## src/rtl/alu_wrap.sv

```systemverilog
// alu_wrap: UART 8N1 packet engine doing echo and 32-bit add (multiply with ALU_WRAP_MUL_EN).
// Bit period is Prescale*8 clk_i cycles for both directions; a 4-entry FIFO feeds the transmitter.
module alu_ctrl (
    input  logic       clk_i,
    input  logic       reset_i,
    input  logic       i_valid,
    input  logic [7:0] i_data,
    input  logic       i_full,
    input  logic       i_idle,
    output logic       o_push,
    output logic [7:0] o_data
);
    typedef enum logic [2:0] {IDLE, RSVD, LEN_LO, LEN_HI, ECHO, OPER_A, OPER_B, RESULT} state_t;
    localparam logic [7:0] OP_ECHO = 8'hEC;
    localparam logic [7:0] OP_ADD  = 8'hAD;
    localparam logic [7:0] OP_MUL  = 8'hAE;
    state_t      r_state, w_next;
    logic [31:0] operand_a_q, operand_b_q, w_res;
    logic [7:0]  r_op;
    logic [15:0] r_len, w_len;
    logic [2:0]  r_idx;
    logic        w_op_ok;
    assign w_len = {i_data, r_len[7:0]};
`ifdef ALU_WRAP_MUL_EN
    assign w_op_ok = (i_data == OP_ECHO) || (i_data == OP_ADD) || (i_data == OP_MUL);
    assign w_res   = (r_op == OP_MUL) ? operand_a_q * operand_b_q : operand_a_q + operand_b_q;
`else
    assign w_op_ok = (i_data == OP_ECHO) || (i_data == OP_ADD);
    assign w_res   = operand_a_q + operand_b_q;
`endif
    always_ff @(posedge clk_i or posedge reset_i) begin
        if (reset_i) r_state <= IDLE;
        else         r_state <= w_next;
    end
    // RESULT holds until the last result byte has left the line so late bytes are dropped
    always_comb begin
        w_next = r_state;
        o_push = 1'b0;
        o_data = i_data;
        case (r_state)
            IDLE:   if (i_valid && w_op_ok) w_next = RSVD;
            RSVD:   if (i_valid) w_next = LEN_LO;
            LEN_LO: if (i_valid) w_next = LEN_HI;
            LEN_HI: if (i_valid) w_next = (r_op != OP_ECHO) ? OPER_A : (w_len > 16'd4) ? ECHO : IDLE;
            ECHO: begin
                o_push = i_valid && !i_full;
                if (i_valid && r_len == 16'd1) w_next = IDLE;
            end
            OPER_A: if (i_valid && r_idx[1:0] == 2'd3) w_next = OPER_B;
            OPER_B: if (i_valid && r_idx[1:0] == 2'd3) w_next = RESULT;
            RESULT: begin
                o_push = !r_idx[2] && !i_full;
                o_data = w_res[{r_idx[1:0], 3'b000} +: 8];
                if (r_idx[2] && i_idle) w_next = IDLE;
            end
            default: w_next = IDLE;
        endcase
    end
    always_ff @(posedge clk_i or posedge reset_i) begin
        if (reset_i) begin
            r_op        <= 8'd0;
            r_len       <= 16'd0;
            r_idx       <= 3'd0;
            operand_a_q <= 32'd0;
            operand_b_q <= 32'd0;
        end else begin
            if (r_state == IDLE && i_valid) r_op <= i_data;
            if (r_state == LEN_LO && i_valid) r_len[7:0] <= i_data;
            if (r_state == LEN_HI && i_valid) begin
                r_len <= w_len - 16'd4;
                r_idx <= 3'd0;
            end
            if (r_state == ECHO && i_valid) r_len <= r_len - 16'd1;
            if (r_state == OPER_A && i_valid) begin
                operand_a_q[{r_idx[1:0], 3'b000} +: 8] <= i_data;
                r_idx <= r_idx + 3'd1;
            end
            if (r_state == OPER_B && i_valid) begin
                operand_b_q[{r_idx[1:0], 3'b000} +: 8] <= i_data;
                r_idx <= r_idx + 3'd1;
            end
            if (r_state == RESULT && o_push) r_idx <= r_idx + 3'd1;
        end
    end
endmodule

module alu_wrap #(
    parameter logic [15:0] Prescale = 16'(25125000/(115200*8))
) (
    input  logic clk_i,
    input  logic reset_i,
    input  logic rx_data_i,
    output logic tx_data_o
);
    localparam logic [18:0] BIT_CYC  = {Prescale, 3'b000};
    localparam logic [18:0] HALF_CYC = {1'b0, Prescale, 2'b00};
    logic [1:0]  r_sync;
    logic        r_rx_prev, r_rx_busy, r_rx_valid;
    logic [3:0]  r_rx_bit;
    logic [18:0] r_rx_cnt;
    logic [7:0]  r_rx_sh;
    logic        w_rx;
    logic [7:0]  r_mem [4];
    logic [2:0]  r_wp, r_rp;
    logic        w_empty, w_full, w_push, w_load;
    logic [7:0]  w_push_data;
    logic [9:0]  r_tx_sh;
    logic        r_tx_busy;
    logic [3:0]  r_tx_bit;
    logic [18:0] r_tx_cnt;
    assign w_rx    = r_sync[1];
    assign w_empty = r_wp == r_rp;
    assign w_full  = (r_wp[1:0] == r_rp[1:0]) && (r_wp[2] != r_rp[2]);
    assign w_load  = !w_empty && !r_tx_busy;
    assign tx_data_o = r_tx_busy ? r_tx_sh[0] : 1'b1;
    // Start needs a falling edge so a low line after a bad stop bit is not taken as a new frame
    always_ff @(posedge clk_i or posedge reset_i) begin
        if (reset_i) begin
            r_sync     <= 2'b11;
            r_rx_prev  <= 1'b1;
            r_rx_busy  <= 1'b0;
            r_rx_valid <= 1'b0;
            r_rx_bit   <= 4'd0;
            r_rx_cnt   <= 19'd0;
            r_rx_sh    <= 8'd0;
        end else begin
            r_sync     <= {r_sync[0], rx_data_i};
            r_rx_prev  <= w_rx;
            r_rx_valid <= 1'b0;
            if (!r_rx_busy) begin
                if (r_rx_prev && !w_rx) begin
                    r_rx_busy <= 1'b1;
                    r_rx_cnt  <= HALF_CYC - 19'd1;
                    r_rx_bit  <= 4'd0;
                end
            end else if (r_rx_cnt != 19'd0) begin
                r_rx_cnt <= r_rx_cnt - 19'd1;
            end else begin
                r_rx_cnt <= BIT_CYC - 19'd1;
                r_rx_bit <= r_rx_bit + 4'd1;
                if (r_rx_bit == 4'd0 && w_rx) begin
                    r_rx_busy <= 1'b0;
                end else if (r_rx_bit == 4'd9) begin
                    r_rx_busy  <= 1'b0;
                    r_rx_valid <= w_rx;
                end else if (r_rx_bit != 4'd0) begin
                    r_rx_sh <= {w_rx, r_rx_sh[7:1]};
                end
            end
        end
    end
    alu_ctrl ua_inst (
        .clk_i   (clk_i),
        .reset_i (reset_i),
        .i_valid (r_rx_valid),
        .i_data  (r_rx_sh),
        .i_full  (w_full),
        .i_idle  (w_empty && !r_tx_busy),
        .o_push  (w_push),
        .o_data  (w_push_data)
    );
    always_ff @(posedge clk_i) begin
        if (w_push) r_mem[r_wp[1:0]] <= w_push_data;
    end
    always_ff @(posedge clk_i or posedge reset_i) begin
        if (reset_i) begin
            r_wp      <= 3'd0;
            r_rp      <= 3'd0;
            r_tx_sh   <= 10'h3FF;
            r_tx_busy <= 1'b0;
            r_tx_bit  <= 4'd0;
            r_tx_cnt  <= 19'd0;
        end else begin
            if (w_push) r_wp <= r_wp + 3'd1;
            if (w_load) begin
                r_rp      <= r_rp + 3'd1;
                r_tx_sh   <= {1'b1, r_mem[r_rp[1:0]], 1'b0};
                r_tx_busy <= 1'b1;
                r_tx_bit  <= 4'd0;
                r_tx_cnt  <= BIT_CYC - 19'd1;
            end else if (r_tx_busy) begin
                if (r_tx_cnt != 19'd0) begin
                    r_tx_cnt <= r_tx_cnt - 19'd1;
                end else if (r_tx_bit == 4'd9) begin
                    r_tx_busy <= 1'b0;
                end else begin
                    r_tx_sh  <= {1'b1, r_tx_sh[9:1]};
                    r_tx_bit <= r_tx_bit + 4'd1;
                    r_tx_cnt <= BIT_CYC - 19'd1;
                end
            end
        end
    end
endmodule

```

## config.mk

```make
export PLATFORM = sky130hd
export DESIGN_NAME = alu_wrap
export DESIGN_NICKNAME = d
export VERILOG_FILES = /design/src/rtl/alu_wrap.sv
export SDC_FILE = /design/constraint.sdc
export NUM_CORES = 1
export LEC_CHECK = 0
export ABC_AREA = 1
export ABC_CLOCK_PERIOD_IN_PS = 5400
export CORE_ASPECT_RATIO = 0.8
export CORE_MARGIN = 5
export CORE_UTILIZATION = 58
export CTS_CLUSTER_SIZE = 16
export DETAILED_ROUTE_END_ITERATION = 8
export GPL_ROUTABILITY_DRIVEN = 0
export PLACE_DENSITY_LB_ADDON = 0.12
export SYNTH_ARGS = -nofsm -noshare
export SYNTH_HDL_FRONTEND = slang
export SYNTH_SLANG_ARGS = --single-unit
export TNS_END_PERCENT = 100
```

## constraint.sdc

```tcl
create_clock -name clk_i -period 5.4 [get_ports clk_i]
set_input_delay 1.08 -clock clk_i [delete_from_list [all_inputs] [get_ports clk_i]]
set_output_delay 1.08 -clock clk_i [all_outputs]
set_load 0.05 [all_outputs]
```

Word level (Yosys, flattened, before mapping)
Memory sizes are Yosys's and may differ from the RTL's.
Cells that the tools add are included.
- add/subtract/negate cells: 11
- multiply operators: 0
- divide/modulo/power cells: 0
- $lt $le $gt $ge: 1
- equal/unequal tests: 29
- shift operators: 3
- mux-type cells: 56
- bitwise gates (word level): 3
- reductions and logical operators: 39
- operators by type and width (cell ; count):
    $mux 19 ; 7
    $bwmux 32 ; 2
    $mux 3 ; 14
    $mux 10 ; 4
    $reduce_bool 19->1 ; 2
    $sub 19x1->19 const B ; 2
    $add 32x32->32 ; 1
    $mux 16 ; 2
    $shift 8x7->32 const A ; 1
    $shiftx 32x6->8 ; 1
    $shiftx 8x7->32 ; 1
    $mux 4 ; 7
    $pmux 3 s8 ; 1
    $logic_and 1x1->1 ; 18
    $eq 16x1->1 const B ; 1
    $eq 8x8->1 const B ; 2
    $gt 16x3->1 const B ; 1
    $mux 1 ; 16
    $mux 8 ; 2
    $sub 16x1->16 const B ; 1
    $sub 16x3->16 const B ; 1
    $eq 3x3->1 const B ; 4
    $ne 2x2->1 const B ; 6
    $ne 2x1->1 const B ; 5
    25 further kinds ; 40
- bits in registers: 170
- bits in latches: 0
- memory bits (writable): 32
- bits in read-only memories: 0
- output and inout bits: 1
- logic and storage cells: 163
- memories: 1
- memory list (memory ; depth ; bits a word ; rd ports ; clocked after memory_dff ; wr ports ; line ; RTL):
    r_mem ; 4 ; 8 ; 1 ; 0 ; 1 ; 103 ; logic [7:0] r_mem [4];

Depth between registers and ports, before layout
- depth in word-level cells: 7
- gate-level depth with buffers: 15
- gate-level depth less buffers: 15

Modules after synthesis
From an unflattened synthesis, not the netlist that was laid out.
- cells, all modules: 1708
- area, all modules: 12963.7 um2
- by module, submodules not included (module ; times used ; cells an instance ; area an instance (um2) ; sequential area each (um2)):
    alu_ctrl ; 1 ; 1052 ; 7418.4 ; 2352.3
    alu_wrap ; 1 ; 656 ; 5545.3 ; 2852.7

Worst setup path before layout
No wires, ideal clock.
- kind: reg-to-reg
- start point: register ua_inst.r_idx[0]
- end point: register ua_inst.operand_a_q[17]
- library setup time: 125 ps
- arrival: 2106 ps
- data required time: 5275 ps
- slack: 3169 ps
- cell stages (with the launch flop): 9
- path buffers: 3
- clock period less this slack: 2231 ps
- path through: dfrtp_1 clkbuf_1 inv_1 clkbuf_1 ha_1 nand2_1 clkbuf_1 nor3_1 mux2_2
- longest elaborated chain between the ends: 3
- elaborated cells between the ends (all ways): 4
- ends and longest elaborated chain (element ; line ; RTL):
    start, declared ; 21 ; logic [2:0] r_idx;
    start signal, assigned ; 76 ; r_idx <= r_idx + 3'd1;
    start signal, assigned ; 80 ; r_idx <= r_idx + 3'd1;
    start signal, assigned ; 82 ; if (r_state == RESULT && o_push) r_idx <= r_idx + 3'd1;
    $neg 5->7 (*) ; 75 ; operand_a_q[{r_idx[1:0], 3'b000} +: 8] <= i_data;
    $shiftx 8x7->32 or $shift 8x7->32 (tied branches) ; 75 ;
    $bwmux 32 (*) ; 75 ;
    end signal, assigned by index ; 75 ;
    end, declared ; 18 ; logic [31:0] operand_a_q, operand_b_q, w_res;
Every way passes the cells marked *; elsewhere a longest branch is shown, timed or not.
A chain may end at the register's enable or synchronous reset.

Worst setup path in the final report
- start point: register r_tx_sh[0]
- end point: output port tx_data_o
- longest elaborated chain between the ends: 1
- ends and longest elaborated chain (element ; line ; RTL):
    start, declared ; 107 ; logic [9:0] r_tx_sh;
    start signal, assigned ; 177 ; r_tx_sh <= {1'b1, r_mem[r_rp[1:0]], 1'b0};
    start signal, assigned ; 187 ; r_tx_sh <= {1'b1, r_tx_sh[9:1]};
    $mux 1 ; 115 ; assign tx_data_o = r_tx_busy ? r_tx_sh[0] : 1'b1;
    end, declared ; 93 ; output logic tx_data_o
No other way between the ends.

==> impl_metrics.py <==
metrics = {
    "grt": {
        "antenna_found_initial": 0,
        "grt_pass1_vias": 9801,
        "grt_first_pass_wirelength_um": 51100,
        "grt_overflow_total": 0,
        "globalRouteTotalUtil_pct": 25.6,
        "largest_net_degree_at_the_start_of_global_routing": 170,
    },
    "run_status": {
        "status": "completed",
    },
    "sta": {
        "fin_tns_setup_ns": 0,
        "max_freq_ghz": 0.333,
        "count_of_endpoints_failing_hold_in_the_final_timing_report": 0,
        "min_period_ns": 3.00,
        "fin_worst_hold_slack_ns": 0.359,
        "final_cycle_utilization_of_the_critical_path_pct": 55.6,
        "worst_slew_margin_rel_pct": 38.2,
        "report.final.setup_viol": 0,
        "skew_ns": 0.0158,
        "slew_violations": 0,
        "worst-slew-pin-transition_ns": 0.927,
        "grt_setup_unrepaired": "no",
    },
    "routing": {
        "num_vias": 10400,
        "drt_wl_total_um": 31000,
        "drt-wirelength-per-cell_um": 16.7,
        "number_of_vias_per_cell_after_detailed_routing": 5.61,
        "detailedRoute.firstIterationViolations": 1150,
        "first_pass_iters": 6,
        "route.detailed.drc": 0,
        "postRouteAntennaNets": 0,
    },
    "clocking": {
        "post_cts_hold_buffer_count": 0,
        "cts_made_buffers": 22,
        "cts.reportedPaths.clkPinSlew_ns": 0.06,
        "post-cts-setup-buffers": 0,
        "clock_latency_ns": 0.52,
        "cts_htree_levels": 1,
        "post_cts_resized": 0,
        "clock_path_buffers": 3,
        "clock-root-buffer": "clkbuf_16",
        "tritoncts_num_sinks": 201,
        "cts_tree": "yes",
    },
    "final_layout": {
        "top_library_cells_by_usage_in_the_layout_fill_and_taps_aside": "nand2_1, inv_1, nor2_1",
        "num-nets-final": 1630,
        "drive_gt1_share_pct": 9.25,
        "layout.cells.most_common": "nand2_1",
        "area.growth.synth_to_final_pct": 7.71,
        "num-fill-cells": 1794,
        "stdcell_area_um2": 13300,
        "antennaDiodeCount": 0,
    },
    "yosys": {
        "synthDistinctLibCells": 58,
        "post_synth.cell_area_avg_um2": 7.84,
        "sequential_share_of_the_synthesized_area_pct": 42.1,
        "post_synth_main_area_contributors": "dfrtp_1, nand2_1, edfxtp_1",
        "synth_top_flop_cell": "dfrtp_1",
        "synth_top_area_share_pct": 31.8,
        "yosysWarningCount": 0,
        "synth.net_count": 1633,
        "syn_area_um2": 12400,
        "synth_largest_area_cell": "dfrtp_1",
        "synth_edf_count": 32,
        "synth-seq-cells": 201,
        "synth-async-reset-ratio_pct": 84.1,
        "synth_instances": 1577,
    },
    "die": {
        "dieHeight_um": 141,
        "die_area_um2": 24300,
        "coreArea_um2": 20800,
        "starting_density_of_the_core_pct": 59.4,
        "top_level_ports": 4,
        "fp.dieW_um": 173,
        "row_count": 47,
    },
    "critical_path": {
        "crit_chain": "inv_1, nand2_1, clkdlybuf4s50_1",
        "critical_path_peak_fanout": 2,
        "cp_data_required_time_ns": 4.32,
        "setup.worst_path.end_class": "output pin",
        "startpoint_type": "flip-flop",
        "slowest_stage": "clkdlybuf4s50_1",
        "arrival_ns": 1.92,
        "crit_type": "flip-flop to output pin",
        "crit_buf_inv": 2,
        "critical_path.max_stage_delay_ns": 0.81,
        "path_delay_family": "buffers and inverters",
    },
    "place": {
        "port-buffer-count": 3,
        "place.detailed.hpwl_um": 22800,
        "placed_cell_area_um2": 12600,
    },
    "min_path": {
        "holdCritPathClass": "flip-flop to flip-flop",
    },
    "power_and_ir_drop": {
        "vdd_ir_drop_max_v": 0.000221,
        "power-per-cell-area_nw_per_um2": 258,
        "cellLeakagePower_uw": 0.00664,
    },
    "flow_run": {
        "timing.max_cap.violations": 0,
    },
}
worst paths after layout:
| kind | slack (ns) | from | endpoint | cells past startpoint |
|---|---|---|---|---|
| min | 0.36 | r_sync[0]$_DFF_PP1_ | r_sync[1]$_DFF_PP1_ | 0 |
| min in group asynchronous | 1.19 | reset_i | ua_inst.r_len[6]$_DFFE_PP0P_ | 3 |
| max reg2reg | 2.68 | ua_inst.r_idx[0]$_DFFE_PP0P_ | ua_inst.operand_b_q[4]$_DFFE_PP0P_ | 7 |
| max | 2.40 | r_tx_sh[0]$_DFFE_PP1P_ | tx_data_o | 3 |
| min reg2reg | 0.36 | r_sync[0]$_DFF_PP1_ | r_sync[1]$_DFF_PP1_ | 0 |
| max in group asynchronous | 3.48 | reset_i | r_rx_bit[1]$_DFFE_PP0P_ | 3 |
flip-flops by register name, summed over array words and instances, names as in the netlist, 2 cells and up:
name and flops:
r_sync 2, ua_inst.r_idx 3, r_rp 3, r_tx_bit 4, ua_inst.r_state 3, r_rx_bit 4, r_rx_sh 8, ua_inst.operand_b_q 32
r_tx_cnt 19, ua_inst.r_op 8, r_rx_cnt 19, r_wp 3, r_mem 32, ua_inst.operand_a_q 32, r_tx_sh 9, ua_inst.r_len 16
synthesized netlist by cell type (2+ instances only):
cell type and count:
nand2_1 390, inv_1 216, nor2_1 165, dfrtp_1 157, o21ai_0 98, nand3_1 91, a21oi_1 56, ha_1 52
mux2_2 48, nor3_1 34, edfxtp_1 32, o22ai_1 23, xor2_1 22, clkbuf_1 19, nand3b_1 15, dfstp_2 12
nand4_1 12, nor2_2 11, o21ai_2 10, xnor2_1 10, o31ai_1 9, a31oi_1 8, o21a_1 8, o211ai_1 7
nand2_2 6, buf_4 5, o21ai_1 5, nor2_4 4, and2_1 3, buf_2 3, buf_6 3, clkinv_1 3
inv_2 3, nand3_2 3, nor3b_1 3, nor4_1 3, o21bai_1 3, buf_1 2, nand2_4 2, nor4_2 2
o221ai_1 2
per-layer routing:
layer / vias to the layer above / wire length, µm / GRT usage [%]
met3: 67 / 2930 / 6.29
met5: - / 0 / 0
li1: 5149 / - / -
met4: 0 / 872 / 7.30
met2: 379 / 12300 / 35.8
met1: 4839 / 14900 / 39.3
power breakdown:
group | switching, µW | internal [µW]
combinational | 167 | 98.6
clock | 618 | 890
sequential | 64.0 | 1600
worst reg2reg max path: stages (launching register included):
cell     delay (ns)
dfrtp_1        0.36
buf_4          0.26
inv_1          0.53
ha_1           0.29
inv_1          0.08
nor2_1         0.68
o21ai_0        0.23
o21a_1         0.17
cells by family (layout without fill, tap and decap cells):
logic type	count (synthesis)	in the layout	synth area share [%]
flops	201	201	42.1
simple gates	751	751	26.5
buf+inv	254	267	8.08
xor+xnor	32	32	2.27
compound gates	238	238	11.3
mux	48	48	4.37
fa+ha+maj	53	53	5.43
layout make-up:
class / count / area [µm²] / share of cell area (%)
multi-input cells: 1122 / 6160 / 46.2
clock buffers: 29 / 608 / 4.57
clock inverters: 11 / 113 / 0.846
repair buffers: 5 / 57.6 / 0.432
well taps: 269 / 337 / 2.53
flip-flops and latches: 201 / 5200 / 39.1
inverters: 222 / 837 / 6.29
per-stage QoR:
stage	power (µW)	setup slack (ns)	util, %	instances
5_1_grt	3590	2.33	64.0	1859
6_report	3440	2.40	64.0	1859
2_1_floorplan	1900	2.18	-	1577
4_1_cts	3470	2.36	64.0	1859
3_5_place_dp	1950	2.72	60.5	1819
3_3_place_gp	1940	2.75	60.5	1819
No activity file was read; power rests on OpenSTA's default activity.
